===== config.mk =====
export PLATFORM = sky130hd
export DESIGN_NAME = multicycle_controller
export DESIGN_NICKNAME = d
export VERILOG_FILES = /design/src/rtl/ctrl_pkg.sv /design/src/rtl/ctrl_wait_timer.sv /design/src/rtl/multicycle_controller.sv
export SDC_FILE = /design/constraint.sdc
export NUM_CORES = 1
export LEC_CHECK = 0
export ABC_AREA = 1
export ABC_CLOCK_PERIOD_IN_PS = 5300
export CAP_MARGIN = 20
export CORE_ASPECT_RATIO = 1.5
export CORE_MARGIN = 1.5
export CORE_UTILIZATION = 40
export CTS_CLUSTER_DIAMETER = 120
export DETAILED_ROUTE_END_ITERATION = 16
export PLACE_DENSITY = 0.69
export SLEW_MARGIN = 20
export SYNTH_ARGS = -nofsm -noshare
export SYNTH_HDL_FRONTEND = slang
export SYNTH_SLANG_ARGS = --single-unit

===== constraint.sdc =====
create_clock -name clk -period 5.3 [get_ports clk]
set_input_delay 1.06 -clock clk [delete_from_list [all_inputs] [get_ports clk]]
set_output_delay 1.06 -clock clk [all_outputs]
set_load 0.005 [all_outputs]

===== src/rtl/ctrl_pkg.sv =====
// ctrl_pkg: shared state, decode codes and helpers for the multi-cycle controller
package ctrl_pkg;
  typedef enum logic [3:0] {
    S_IDLE, S_FETCH, S_DECODE, S_EXEC, S_ADDR, S_MEM, S_WB, S_BR, S_HALT
  } state_e;
  typedef enum logic [1:0] {CLS_REG = 2'b00, CLS_IMM = 2'b01, CLS_MEM = 2'b10, CLS_CTRL = 2'b11} class_e;
  typedef enum logic [1:0] {CT_JUMP = 2'b00, CT_BEQZ = 2'b01, CT_BNEZ = 2'b10, CT_HALT = 2'b11} ctrl_e;
  localparam logic [2:0] ALU_ADD = 3'b010;
  localparam logic [2:0] ALU_SUB = 3'b110;
  function automatic logic is_load(input class_e c, input logic sub_hi);
    return c == CLS_MEM && !sub_hi;
  endfunction
  function automatic logic is_store(input class_e c, input logic sub_hi);
    return c == CLS_MEM && sub_hi;
  endfunction
  function automatic ctrl_e ctrl_kind(input logic [1:0] sub);
    return ctrl_e'(sub);
  endfunction
endpackage


===== src/rtl/ctrl_wait_timer.sv =====
// ctrl_wait_timer: counts unacknowledged memory cycles and flags the timeout cycle
module ctrl_wait_timer #(
  parameter int MEM_TIMEOUT = 16
) (
  input  logic clk,
  input  logic rst_n,
  input  logic i_active,
  input  logic i_ack,
  output logic o_expire
);
  localparam int CW = $clog2(MEM_TIMEOUT);
  logic [CW-1:0] r_cnt;
  assign o_expire = i_active && !i_ack && r_cnt == CW'(MEM_TIMEOUT - 1);
  always_ff @(posedge clk or negedge rst_n)
    if (!rst_n) r_cnt <= '0;
    else r_cnt <= (i_active && !i_ack && !o_expire) ? r_cnt + 1'b1 : '0;
endmodule


===== src/rtl/multicycle_controller.sv =====
// multicycle_controller: fetch/decode/execute/memory/write-back sequencer with
// req/ack memory handshake, branches, halt, memory timeout and retire counter
module multicycle_controller
  import ctrl_pkg::*;
#(
  parameter int OPCODE_W    = 6,
  parameter int ALU_OP_W    = 3,
  parameter int MEM_TIMEOUT = 16,
  parameter int CNT_W       = 16
) (
  input  logic                clk,
  input  logic                rst_n,
  input  logic [OPCODE_W-1:0] opcode,
  input  logic                zero,
  input  logic                mem_ack,
  output logic                mem_req,
  output logic                mem_we,
  output logic                sel_iord,
  output logic                ir_load,
  output logic                pc_inc,
  output logic                pc_write,
  output logic                sel_pcsrc_const,
  output logic [ALU_OP_W-1:0] alu_op,
  output logic                sel_alusrc_reg,
  output logic                sel_alusrc_const,
  output logic                reg_write,
  output logic                sel_wb_mem,
  output logic                halted,
  output logic                err,
  output logic [CNT_W-1:0]    retire_cnt
);
  state_e           r_state, w_next;
  logic             r_err;
  logic [CNT_W-1:0] r_retire;
  logic             w_retire, w_expire, w_load, w_store;
  class_e           w_cls;
  logic [1:0]       w_sub;
  ctrl_e            w_kind;
  assign w_cls   = class_e'(opcode[OPCODE_W-1 -: 2]);
  assign w_sub   = opcode[OPCODE_W-3 -: 2];
  assign w_kind  = ctrl_kind(w_sub);
  assign w_load  = is_load(w_cls, w_sub[1]);
  assign w_store = is_store(w_cls, w_sub[1]);
  ctrl_wait_timer #(.MEM_TIMEOUT(MEM_TIMEOUT)) u_timer (
    .clk      (clk),
    .rst_n    (rst_n),
    .i_active (r_state == S_FETCH || r_state == S_MEM),
    .i_ack    (mem_ack),
    .o_expire (w_expire)
  );
  always_comb begin
    w_next           = r_state;
    w_retire         = 1'b0;
    mem_req          = 1'b0;
    mem_we           = 1'b0;
    sel_iord         = 1'b0;
    ir_load          = 1'b0;
    pc_inc           = 1'b0;
    pc_write         = 1'b0;
    sel_pcsrc_const  = 1'b0;
    alu_op           = '0;
    sel_alusrc_reg   = 1'b0;
    sel_alusrc_const = 1'b0;
    reg_write        = 1'b0;
    sel_wb_mem       = 1'b0;
    halted           = 1'b0;
    case (r_state)
      S_IDLE: w_next = S_FETCH;
      S_FETCH: begin
        mem_req = 1'b1;
        ir_load = mem_ack;
        pc_inc  = mem_ack;
        w_next  = mem_ack ? S_DECODE : w_expire ? S_HALT : S_FETCH;
      end
      S_DECODE: begin
        if (w_cls == CLS_REG || w_cls == CLS_IMM) w_next = S_EXEC;
        else if (w_cls == CLS_MEM) w_next = S_ADDR;
        else if (w_kind == CT_JUMP) begin
          pc_write        = 1'b1;
          sel_pcsrc_const = 1'b1;
          w_retire        = 1'b1;
          w_next          = S_FETCH;
        end else if (w_kind == CT_HALT) begin
          w_retire = 1'b1;
          w_next   = S_HALT;
        end else w_next = S_BR;
      end
      S_EXEC: begin
        alu_op           = opcode[ALU_OP_W-1:0];
        sel_alusrc_reg   = w_cls == CLS_REG;
        sel_alusrc_const = w_cls == CLS_IMM;
        w_next           = S_WB;
      end
      S_ADDR: begin
        alu_op           = ALU_OP_W'(ALU_ADD);
        sel_alusrc_const = 1'b1;
        w_next           = S_MEM;
      end
      S_MEM: begin
        mem_req  = 1'b1;
        sel_iord = 1'b1;
        mem_we   = w_store;
        w_retire = mem_ack && w_store;
        w_next   = mem_ack ? (w_load ? S_WB : S_FETCH) : w_expire ? S_HALT : S_MEM;
      end
      S_WB: begin
        reg_write  = 1'b1;
        sel_wb_mem = w_load;
        w_retire   = 1'b1;
        w_next     = S_FETCH;
      end
      S_BR: begin
        alu_op          = ALU_OP_W'(ALU_SUB);
        sel_alusrc_reg  = 1'b1;
        sel_pcsrc_const = 1'b1;
        pc_write        = (w_kind == CT_BEQZ) ? zero : !zero;
        w_retire        = 1'b1;
        w_next          = S_FETCH;
      end
      S_HALT: halted = 1'b1;
      default: w_next = S_IDLE;
    endcase
  end
  always_ff @(posedge clk or negedge rst_n)
    if (!rst_n) begin
      r_state  <= S_IDLE;
      r_err    <= 1'b0;
      r_retire <= '0;
    end else begin
      r_state  <= w_next;
      r_err    <= r_err | w_expire;
      r_retire <= r_retire + CNT_W'(w_retire);
    end
  assign err        = r_err;
  assign retire_cnt = r_retire;
endmodule


## Yosys cells after proc, flatten, opt, wreduce, memory -nomap -nowiden

Cells that the tools add are included.

- Reductions and logical operators: 18
- Muxes and demuxes: 32
- Add/sub/neg operators: 2
- Equality and inequality tests: 13
- Bitwise operators: 1

Operators by type and width:

| kind | count |
|---|---|
| $mux 4 | 9 |
| $pmux 4 s7 | 1 |
| $add 16x1->16 | 1 |
| $eq 4x3->1 const B | 4 |
| $mux 1 | 15 |
| $pmux 3 s3 | 1 |
| $eq 4x2->1 const B | 2 |
| $eq 4x4->1 const B | 2 |
| $pmux 1 s2 | 4 |
| $logic_and 1x1->1 | 6 |
| $add 4x1->4 const B | 1 |
| $eq 2x1->1 const B | 2 |
| $eq 2x2->1 const B | 2 |
| $eq 4x1->1 const B | 1 |
| $logic_not 1->1 | 4 |
| $logic_not 2->1 | 2 |
| $logic_not 4->1 | 1 |
| $reduce_or 2->1 | 2 |
| $mux 3 | 1 |
| $pmux 1 s3 | 1 |
| $reduce_or 3->1 | 1 |
| $logic_or 1x1->1 | 2 |
| $or 1x1->1 | 1 |

- Bits of input ports: 10
- Output and inout port bits: 32
- Bits in registers: 25
- Word-level logic and storage cells: 70

## Longest topological paths before layout

Gate-level depths: netlist of run 1.

- Word-level depth: 7
- Depth in mapped cells: 13
- Gate-level depth less buffers: 13

## Cells and area by module

A second synthesis of run 1 with hierarchy kept.

- Cells, all modules: 201
- Area, all modules: 1544.0 µm²

Modules (own cells, without submodules):

| module | area each (µm²) | cells each | sequential area each (µm²) | times used |
|---|---|---|---|---|
| multicycle_controller | 1355.0 | 179 | 525.5 | 1 |
| ctrl_wait_timer | 188.9 | 22 | 100.1 | 1 |

## Worst setup path before layout of run 1

No wires, ideal clock.

- Kind: input -> output
- From: in opcode[3]
- To: out pc_write
- Data arrival time: 1.580 ns
- Buffers on the path: 0
- Cell stages on the path: 4
- Data required time: 4.240 ns
- Slack: 2.660 ns
- Cells stage by stage: inv_1 > ha_1 > xor2_1 > o21ai_2

- Longest elaborated chain between the ends: 5
- Elaborated cells between the ends (all ways): 7
- Classes of those cells: eq/ne (1); mux (5); reduce/logical (1)

Ends and longest elaborated chain:

| element | line | text |
|---|---|---|
| start: declaration | multicycle_controller.sv:13 | `input logic [OPCODE_W-1:0] opcode,` |
| $logic_not 2->1 | multicycle_controller.sv:78 | `else if (w_kind == CT_JUMP) begin` |
| $mux 1 | multicycle_controller.sv:78 |  |
| $mux 1 | multicycle_controller.sv:77 | `else if (w_cls == CLS_MEM) w_next = S_ADDR;` |
| $mux 1 | multicycle_controller.sv:76 | `if (w_cls == CLS_REG \|\| w_cls == CLS_IMM) w_next = S_EXEC;` |
| $pmux 1 s2 * | multicycle_controller.sv:67 | `case (r_state)` |
| end: declaration | multicycle_controller.sv:21 | `output logic pc_write,` |

Every way passes the cells marked *; elsewhere a longest branch is shown, timed or not.

## Final worst setup path of run 1

Ends and elaborated chain as after synthesis.

==> summary.txt, run 1 <==
Timing
  – Actual slew at the worst max-slew pin: 558 ps
  – RSZ-0062 raised after global routing: false
  – Slew Limit Fails: 0
  – Final Setup Violations: 0
  – Period minus WS final: 3720 ps
  – Setup TNS: 0 ps
  – Peak Freq: 0.269 GHz
  – Clock skew: 7.38 ps
  – Hold slack: 472 ps
  – Slew HR: 0.628
  – Period utilization: 0.703
  – Hold Fails Final Rpt: 0

Clock tree
  – Post-CTS setup buffer count: 0
  – Post-CTS sizing: 0
  – Clock Latency Late Sink: 270 ps
  – CTS tree: yes
  – Clk pin slew, worst setup/hold paths: 90 ps
  – CTS root buf: clkbuf_8
  – # hold bufs at CTS: 0
  – CTS H-tree lvls: 1
  – CTS Buf Count: 3
  – CTS Buffer Depth: 2
  – Clk sink count: 25

Cells and area
  – Area delta synth->final: 33.2%
  – Seq. cell area: 626 µm²
  – N_diodes: 0
  – Commonest non-fill, non-tap cells in the layout: nand2_1 (41), clkdlybuf4s50_1 (40), nor2_1 (29)
  – Fillers: approximately 360
  – Multi-input logic area: 733 µm²
  – Nets: 249
  – Share of cells above drive strength 1: 0.0603
  – Commonest non-fill, non-tap cell in the layout: nand2_1

Place
  – Number of buffers added on ports: 41
  – GP Congestion: 0.838
  – Final HPWL DP: between 2 and 3 mm

Synth
  – EDFF count, synth: 0
  – Synth Area per Inst: 7.79 µm²
  – Top FF cell, synth: dfrtp_1
  – Compound-Gate Fraction of Synth Area: 0.0332
  – Seq/Total Area, Yosys: 0.425
  – Mapped Nets: 205
  – Ys async rst share: 1.00
  – Yosys top cell by area: dfrtp_1
  – Top-area cell type share of the netlist area: 0.425
  – Synth Cell Area: approximately 0.0015 mm²
  – Synth top area cells: dfrtp_1 (43%), nand2_1 (10%), nor2_1 (7.4%)
  – Mux cell area share after synthesis: 0
  – Post-synthesis adder-cell area fraction: 0.0510
  – Post-synth cell types: 22
  – Simple-gate share of the synthesized area: 0.337
  – Flops & latches, synth: 25
  – Ys Warns: 0
  – Synth Instances: 189
  – Post-synthesis xor/xnor area fraction: 0.0774
  – Largest family of logic cells by synthesized area: simple AND/OR/NAND/NOR gates

Setup path
  – Worst EP arrival: 2660 ps
  – Flop2flop setup slack: 3090 ps
  – WP data required: ~4200 ps
  – Crit Path Class: in2out
  – Depth of the most critical reg-to-reg path: 11
  – CP startpoint kind: input pin
  – Critical-path maximum fanout: 5
  – Crit end category: output pin
  – FF-to-FF End: retire_cnt[14]
  – R2R Path Start: r_state[0]

Power
  – Static leakage: 0.930 nW
  – Comb pwr share: 0.409
  – Switch share: 0.359
  – Switching pwr: 229 µW
  – Cell Int Power: 409 µW
  – Clock network fraction of total power: 0.173
  – Pwr Density: 325 mW/mm²
  – Worst vdd ir: 178 µV
  – Overall power: 638 µW
  – Flop pwr share: 0.418

Global route
  – Number of antenna violations at the first check in global routing: 0
  – Top Usage Layer GRT: met2
  – Vias in the first global route: 1,394
  – M2 GR Usage: 0.333
  – Grt met3 use: 0.0331
  – GRT overflow: 0
  – Met1 Track Usage GR: 0.178
  – GRT Util Overall: 0.180
  – First-pass GRT wire length: 5.62 mm
  – Largest net degree at the start of global routing: 26

Floorplanning
  – Initial Util: 0.427
  – Die ar.: roughly 0.0041 mm²
  – Die Width: ~53 µm
  – FP Rows: 26
  – Die Ht: 77.3 µm
  – IO Count: 42
  – Core area: 0.00345 mm²

Worst hold path
  – Hold wc startpoint: err
  – WHS Endpoint: err
  – Hold WC Path Type: reg2reg
  – WHS Path Cells: 2

Detailed routing
  – Vias per inst: 5.06
  – DRT antenna net count: 0
  – DRT iter0 DRCs: 19
  – # DRC: 0
  – WL per Instance: around 12 µm
  – DRT Pass-1 Iters: 4
  – Via Count: 1,387
  – Drt total wl: roughly 3.3 mm

Run status
  – Status: finished, final reports clean

Flow run
  – Max-cap violations: 0
-- per-layer routing --
metal	wire length, µm	share of wire
met1	1240	0.38
met2	1750	0.54
met3	181	0.055
met4	95	0.029
met5	0	0
-- kinds of logic after synthesis --
group | after synthesis
xor gates and xnor gates | 13
DFF | 25
and+or+nand+nor | 109
adders and majority gates | 6
AOI/OAI and AO/OA | 8
buffers and inverters | 28
-- power by group through the flow --
stage                     combinational, mW  sequential, mW  clock [mW]
after floorplan                       0.147           0.255           0
after global placement                0.261           0.270           0
after detailed placement              0.263           0.270           0
after CTS                             0.264           0.266       0.116
after global routing                  0.294           0.272       0.125
final                                 0.261           0.266       0.111
-- flip-flops by register name, indices dropped and copies added, names as in the netlist --
register / flops
r_state: 4
retire_cnt: 16
u_timer.r_cnt: 4
err: 1
-- worst max-delay path, cell delays in order --
cell             delay, ps
clkdlybuf4s50_1        500
inv_1                  110
ha_1                   210
xor2_1                 170
o21ai_2                110
clkdlybuf4s50_1        510
-- cell type report --
class / count / area share
well taps: 42 / 0.0268
repair buffers: 41 / 0.207
flip-flops and latches: 25 / 0.319
inverters: 26 / 0.0498
clock buffers: 3 / 0.0211
clock inverters: 1 / 0.00255
multi-input cells: 136 / 0.374
-- cell usage after synthesis (all sizes together), types with 3 or more instances --
master	count
nand2	43
nor2	34
inv	26
dfrtp	25
nand3	20
xnor2	8
ha	6
nand4	6
o21ai	5
xor2	5
nor3	3
-- through the flow --
stage	instance area, µm²	util	worst slack (ps)	cells
2_1_floorplan	1470	-	2660	189
3_3_place_gp	1920	0.557	1610	270
3_5_place_dp	1920	0.557	1580	270
4_1_cts	1970	0.570	1580	274
5_1_grt	1960	0.569	1490	274
6_report	1960	0.569	1580	274
-- how the worst max path moves through the flow --
stage / start / end / slack (ps) / cells after the start
2_1_floorplan: opcode[3] / pc_write / 2660 / 4
3_3_place_gp: opcode[3] / pc_write / 1610 / 6
3_5_place_dp: opcode[3] / pc_write / 1580 / 6
4_1_cts: opcode[3] / pc_write / 1580 / 6
5_1_grt: opcode[3] / pc_write / 1490 / 6
6_report: opcode[3] / pc_write / 1580 / 6
No activity file was read; power rests on OpenSTA's default activity.
==> run 2, diff against run 1 <==
--- a/config.mk
+++ b/config.mk
@@ -6,7 +6,7 @@
 export NUM_CORES = 1
 export LEC_CHECK = 0
 export ABC_AREA = 1
-export ABC_CLOCK_PERIOD_IN_PS = 5300
+export ABC_CLOCK_PERIOD_IN_PS = 3800
 export CAP_MARGIN = 20
 export CORE_ASPECT_RATIO = 1.5
 export CORE_MARGIN = 1.5
==> constraint.sdc (replaced) <==
create_clock -name clk -period 3.8 [get_ports clk]
set_input_delay 0.76 -clock clk [delete_from_list [all_inputs] [get_ports clk]]
set_output_delay 0.76 -clock clk [all_outputs]
set_load 0.005 [all_outputs]
==> run 2 against run 1 <==
  * Final area about the same
  * Total power is 39% higher
  * Clock power is 38% higher
  * Hold slack worse by 5.1 ps
  * First-iteration DRC count rose by 26%
  * Critical path depth stayed put
  * Combinational power increased by 38%
  * Utilization is essentially flat
  * Sequential power is 40% higher
  * Wire length is essentially flat
  * Global-route usage grew 0.17 points
  * Sequential share of layout area hardly changed
==> summary.txt, run 2 (synthesis results as in run 1) <==
Place
  – Number of buffers added on ports: 41 (unchanged)
  – Final HPWL DP: 2.64 mm (-1.1%)
  – GP Congestion: 0.829 (-1.1%)
  – Placed cell count: 270 (unchanged)
  – Post-placement setup slack: 704 ps (-880 ps)

Cells and area
  – Commonest non-fill, non-tap cells in the layout: nand2_1 (41), clkdlybuf4s50_1 (40), nor2_1 (29)
  – Seq. cell area: 626 µm² (unchanged)
  – Nets: 249 (unchanged)
  – Fillers: 344 (-3.6%)
  – N_diodes: 0 (unchanged)
  – Multi-input logic area: 733 µm² (unchanged)
  – Share of cells above drive strength 1: 0.0560 (-0.00431)
  – Commonest non-fill, non-tap cell in the layout: nand2_1
  – Final non-filler cell total: 274 (unchanged)
  – Area delta synth->final: 33.2% (about the same)
  – Max FFs per register: 16 (unchanged)

Timing
  – Hold Fails Final Rpt: 0 (unchanged)
  – Slew HR: 0.641 (+0.0134)
  – Peak Freq: 0.323 GHz
  – Period minus WS final: ~3100 ps
  – Period utilization: 0.815
  – Setup TNS: 0 ps (unchanged)
  – Final Setup Violations: 0 (unchanged)
  – Clock skew: 1.98 ps (-5.40 ps)
  – Final worst slack: 702 ps (-874 ps)
  – RSZ-0062 raised after global routing: false
  – Slew Limit Fails: 0 (unchanged)
  – Actual slew at the worst max-slew pin: 538 ps (-20.1 ps)

Global route
  – First-pass GRT wire length: 5.71 mm (+1.5%)
  – Vias in the first global route: 1,445 (+3.7%)
  – GRT overflow: 0 (unchanged)
  – Largest net degree at the start of global routing: 26 (unchanged)
  – Number of antenna violations at the first check in global routing: 0 (unchanged)
  – GRT Util Overall: 0.182 (+0.00166)

Power
  – Clock network fraction of total power: 0.172 (about the same)
  – Worst vdd ir: 281 µV (+58%)
  – Comb pwr share: 0.408 (about the same)
  – Flop pwr share: 0.420 (+0.002)
  – Pwr Density: 452 mW/mm² (+39%)
  – Switch share: 0.355 (-0.00389)
  – Cell Int Power: 571 µW (+40%)
  – Switching pwr: 314 µW (+37%)
  – Static leakage: 0.928 nW (-0.29%)

Floorplanning
  – IO Count: 42 (unchanged)
  – Die ar.: 0.00406 mm² (unchanged)
  – Die Width: 52.5 µm (unchanged)
  – Core area: 0.00345 mm² (unchanged)
  – Initial Util: 0.427 (unchanged)
  – FP Rows: 26 (unchanged)
  – Die Ht: 77.3 µm (unchanged)

Clock tree
  – CTS tree: yes
  – Clk sink count: 25 (unchanged)
  – Post-CTS sizing: 0 (unchanged)
  – # hold bufs at CTS: 0 (unchanged)
  – Clock Latency Late Sink: 260 ps (about the same)
  – CTS Buffer Depth: 2 (unchanged)
  – Clk pin slew, worst setup/hold paths: 80 ps (about the same)
  – CTS root buf: clkbuf_8
  – CTS Buf Count: 3 (unchanged)
  – CTS H-tree lvls: 1 (unchanged)
  – Post-CTS setup buffer count: 0 (unchanged)

Setup path
  – Crit Path Class: in2out
  – Critical-path maximum fanout: 5 (unchanged)
  – Worst EP arrival: 2340 ps (-320 ps)
  – Crit end category: output pin
  – CP startpoint kind: input pin
  – WP data required: 3040 ps (-1200 ps)

Detailed routing
  – Via Count: 1,379 (-0.58%)
  – DRT iter0 DRCs: 24 (+5)
  – # DRC: 0 (unchanged)
  – Vias per inst: 5.03 (-0.58%)
  – WL per Instance: 11.9 µm (about the same)
  – DRT antenna net count: 0 (unchanged)
  – Drt total wl: 3.27 mm (about the same)
  – DRT Pass-1 Iters: 4 (unchanged)

Run status
  – Status: finished, final reports clean

Worst hold path
  – Hold WC Path Type: in2async

Flow run
  – Max-cap violations: 0 (unchanged)
[run 2: layout make-up]
| class | count | area share |
|---|---|---|
| inverters | 26 | 0.0498 |
| repair buffers | 41 | 0.207 |
| well taps | 42 | 0.0268 |
| flip-flops and latches | 25 | 0.319 |
| clock buffers | 4 | 0.0230 |
| multi-input cells | 136 | 0.374 |
[run 2: worst max-delay path, stage by stage]
cell             delay, ps
clkdlybuf4s50_1        500
inv_1                  100
ha_1                   200
xor2_1                 160
o21ai_2                100
clkdlybuf4s50_1        500
[run 2: final timing paths]
check                            from             end  slack (ps)  cells after the start
min in group clk                  err             err         470                      2
setup / recovery            opcode[3]        pc_write         700                      6
hold / removal                  rst_n  retire_cnt[12]         470                      1
setup reg to reg           r_state[0]  retire_cnt[14]        1570                     11
max in group asynchronous       rst_n      r_state[1]        2970                      1
hold reg to reg                   err             err         470                      2
[run 2: metal layers]
metal  global-route usage  up-vias  wire length [µm]
met4                0.123        0               121
li1                     -      683                 -
met5                    0        -                 0
met3               0.0370       14               160
met1                0.187      634              1290
met2                0.314       48              1690
[run 2: per-stage QoR]
step                 util  hold WS (ps)  total power [mW]  area, µm²
floorplan               -           433             0.561       1470
global placement    0.557           448             0.740       1920
detailed placement  0.555           450             0.741       1910
CTS                 0.568           471             0.898       1960
global route        0.568           496             0.955       1960
finish              0.568           467             0.885       1960
[run 2: power by group through the flow]
stage	sequential [mW]	combinational (mW)	clock [mW]
2_1_floorplan	0.356	0.205	0
3_3_place_gp	0.376	0.364	0
3_5_place_dp	0.377	0.363	0
4_1_cts	0.372	0.366	0.159
5_1_grt	0.379	0.407	0.170
6_report	0.372	0.361	0.153
==> run 3, diff against run 2 <==
--- a/config.mk
+++ b/config.mk
@@ -6,7 +6,7 @@
 export NUM_CORES = 1
 export LEC_CHECK = 0
 export ABC_AREA = 1
-export ABC_CLOCK_PERIOD_IN_PS = 3800
+export ABC_CLOCK_PERIOD_IN_PS = 3200
 export CAP_MARGIN = 20
 export CORE_ASPECT_RATIO = 1.5
 export CORE_MARGIN = 1.5
==> constraint.sdc (replaced) <==
create_clock -name clk -period 3.2 [get_ports clk]
set_input_delay 0.64 -clock clk [delete_from_list [all_inputs] [get_ports clk]]
set_output_delay 0.64 -clock clk [all_outputs]
set_load 0.005 [all_outputs]
==> run 3 against run 2 <==
  * Combinational power is 20% higher
  * Register-to-register slack worse by 530 ps
  * Clock power is 24% higher
  * Die area stayed put
  * Sequential cell count stayed put
  * Largest cell class unchanged
  * Utilization is 0.47 points higher
  * Total power is 20% higher
  * Hold slack better by 3.3 ps
==> summary.txt, run 3 (synthesis results as in run 1) <==
Timing
  – Peak Freq: 0.347 GHz
  – Hold Fails Final Rpt: 0 (unchanged)
  – Period minus WS final: 2880 ps
  – Period utilization: 0.900
  – Slew HR: 0.770 (+0.129)
  – Setup TNS: 0 ps (unchanged)
  – Actual slew at the worst max-slew pin: 345 ps (-193 ps)
  – RSZ-0062 raised after global routing: false
  – Clock skew: 11.8 ps (+9.84 ps)
  – Final worst slack: 318 ps (-384 ps)
  – Slew Limit Fails: 0 (unchanged)
  – Final Setup Violations: 0 (unchanged)

Cells and area
  – Commonest non-fill, non-tap cells in the layout: nand2_1 (41), clkdlybuf4s50_1 (41), nor2_1 (29)
  – Fillers: 350 (+1.7%)
  – Area delta synth->final: 34.3%
  – Share of cells above drive strength 1: 0.0601 (+0.00405)
  – Multi-input logic area: 733 µm² (unchanged)
  – Max FFs per register: 16 (unchanged)
  – Nets: 250 (+0.40%)
  – N_diodes: 0 (unchanged)
  – Seq. cell area: 626 µm² (unchanged)
  – Final core occ: 0.573 (+0.00472)

Floorplanning
  – Die ar.: 0.00406 mm² (unchanged)
  – Initial Util: 0.427 (unchanged)
  – FP Rows: 26 (unchanged)
  – Core area: 0.00345 mm² (unchanged)
  – Die Ht: 77.3 µm (unchanged)
  – IO Count: 42 (unchanged)
  – Die Width: 52.5 µm (unchanged)

Detailed routing
  – Drt total wl: 3.33 mm (+2.0%)
  – WL per Instance: 12.1 µm (+1.6%)
  – # DRC: 0 (unchanged)
  – Vias per inst: 4.99 (-0.80%)
  – DRT Pass-1 Iters: 4 (unchanged)
  – DRT iter0 DRCs: 31 (+29%)
  – Via Count: 1,373 (-0.44%)
  – DRT antenna net count: 0 (unchanged)

Global route
  – Number of antenna violations at the first check in global routing: 0 (unchanged)
  – Vias in the first global route: 1,433 (-0.83%)
  – GRT Util Overall: 0.183 (+0.000989)
  – GRT overflow: 0 (unchanged)
  – First-pass GRT wire length: 5.76 mm (+0.96%)
  – Largest net degree at the start of global routing: 26 (unchanged)

Power
  – Overall power: 1.07 mW (+20%)
  – Switching pwr: 387 µW (+23%)
  – Flop pwr share: 0.414 (-0.006)
  – Cell Int Power: 679 µW (+19%)
  – Clock network fraction of total power: 0.179 (+0.007)
  – Static leakage: 0.931 nW (+0.40%)
  – Switch share: 0.363 (+0.00835)
  – Worst vdd ir: 347 µV (+23%)
  – Pwr Density: 540 mW/mm² (+20%)
  – Comb pwr share: 0.408 (about the same)

Clock tree
  – CTS Buffer Depth: 2 (unchanged)
  – CTS tree: yes
  – CTS root buf: clkbuf_8
  – Clk sink count: 25 (unchanged)
  – Clock Latency Late Sink: 270 ps (about the same)
  – # hold bufs at CTS: 0 (unchanged)
  – Post-CTS setup buffer count: 0 (unchanged)
  – Clk pin slew, worst setup/hold paths: 100 ps (+20 ps)
  – Post-CTS sizing: 0 (unchanged)
  – CTS H-tree lvls: 1 (unchanged)
  – CTS Buf Count: 3 (unchanged)

Setup path
  – Crit Path Class: in2out
  – Critical-path maximum fanout: 5 (unchanged)
  – WP data required: 2560 ps (-480 ps)
  – Worst setup path startpoint: opcode[3]
  – Worst EP arrival: 2240 ps (-100 ps)
  – Crit end category: output pin
  – CP startpoint kind: input pin
  – R2R Path Start: r_state[0]

Place
  – GP Congestion: 0.805 (-2.9%)
  – Post-placement setup slack: 236 ps (-468 ps)
  – Final HPWL DP: 2.68 mm (+1.7%)
  – Number of buffers added on ports: 41 (unchanged)

Worst hold path
  – Hold wc startpoint: u_timer.r_cnt[0]
  – Hold WC Path Type: reg2reg

Flow run
  – Max-cap violations: 0 (unchanged)

Run status
  – Status: finished, final reports clean
## run 3: changes by cell type in the layout (fill, tap and decap cells not counted)
| cell | change |
|---|---|
| clkbuf_1 | -1 |
| clkinvlp_4 | +1 |
| buf_2 | -1 |
| buf_4 | +1 |
| clkdlybuf4s50_1 | +1 |
## run 3: critical path: stages
cell and delay, ps:
clkdlybuf4s50_1 500, inv_1 110, ha_1 200, xor2_1 170, o21ai_2 110, clkdlybuf4s50_1 500
## run 3: final timing paths
kind / to / slack (ps) / cells after the start
max in group asynchronous: retire_cnt[7] / 2210 / 2
min in group asynchronous: retire_cnt[12] / 730 / 2
setup / recovery: pc_write / 320 / 6
setup reg to reg: retire_cnt[14] / 1040 / 11
hold reg to reg: u_timer.r_cnt[0] / 470 / 1
hold / removal: u_timer.r_cnt[0] / 470 / 1
## run 3: layer usage
metal  vias up  wire [µm]  track usage
li1        683          -            -
met1       635       1280        0.186
met2        47       1780        0.330
met3         8        178       0.0370
met4         0         87       0.0974
met5         -          0            0
## run 3: area by class of cell
cell class	instances	area share
sequential	25	0.317
multi-input combinational	136	0.371
tap	42	0.0266
timing repair buffer	42	0.212
clock inverter	1	0.00380
inverter	26	0.0494
clock buffer	3	0.0209
## run 3: power by group through the flow
stage / clock, mW / combinational [mW] / sequential [mW]
floorplan: 0 / 0.243 / 0.423
global placement: 0 / 0.433 / 0.446
detailed placement: 0 / 0.436 / 0.447
CTS: 0.196 / 0.439 / 0.441
global route: 0.205 / 0.483 / 0.452
finish: 0.190 / 0.435 / 0.441
## run 3: per-stage QoR
step	std cells	area [µm²]	hold WS [ps]
global placement	271	1930	448
CTS	275	1980	474
global route	275	1980	499
floorplan	189	1470	344
detailed placement	271	1930	450
finish	275	1980	470
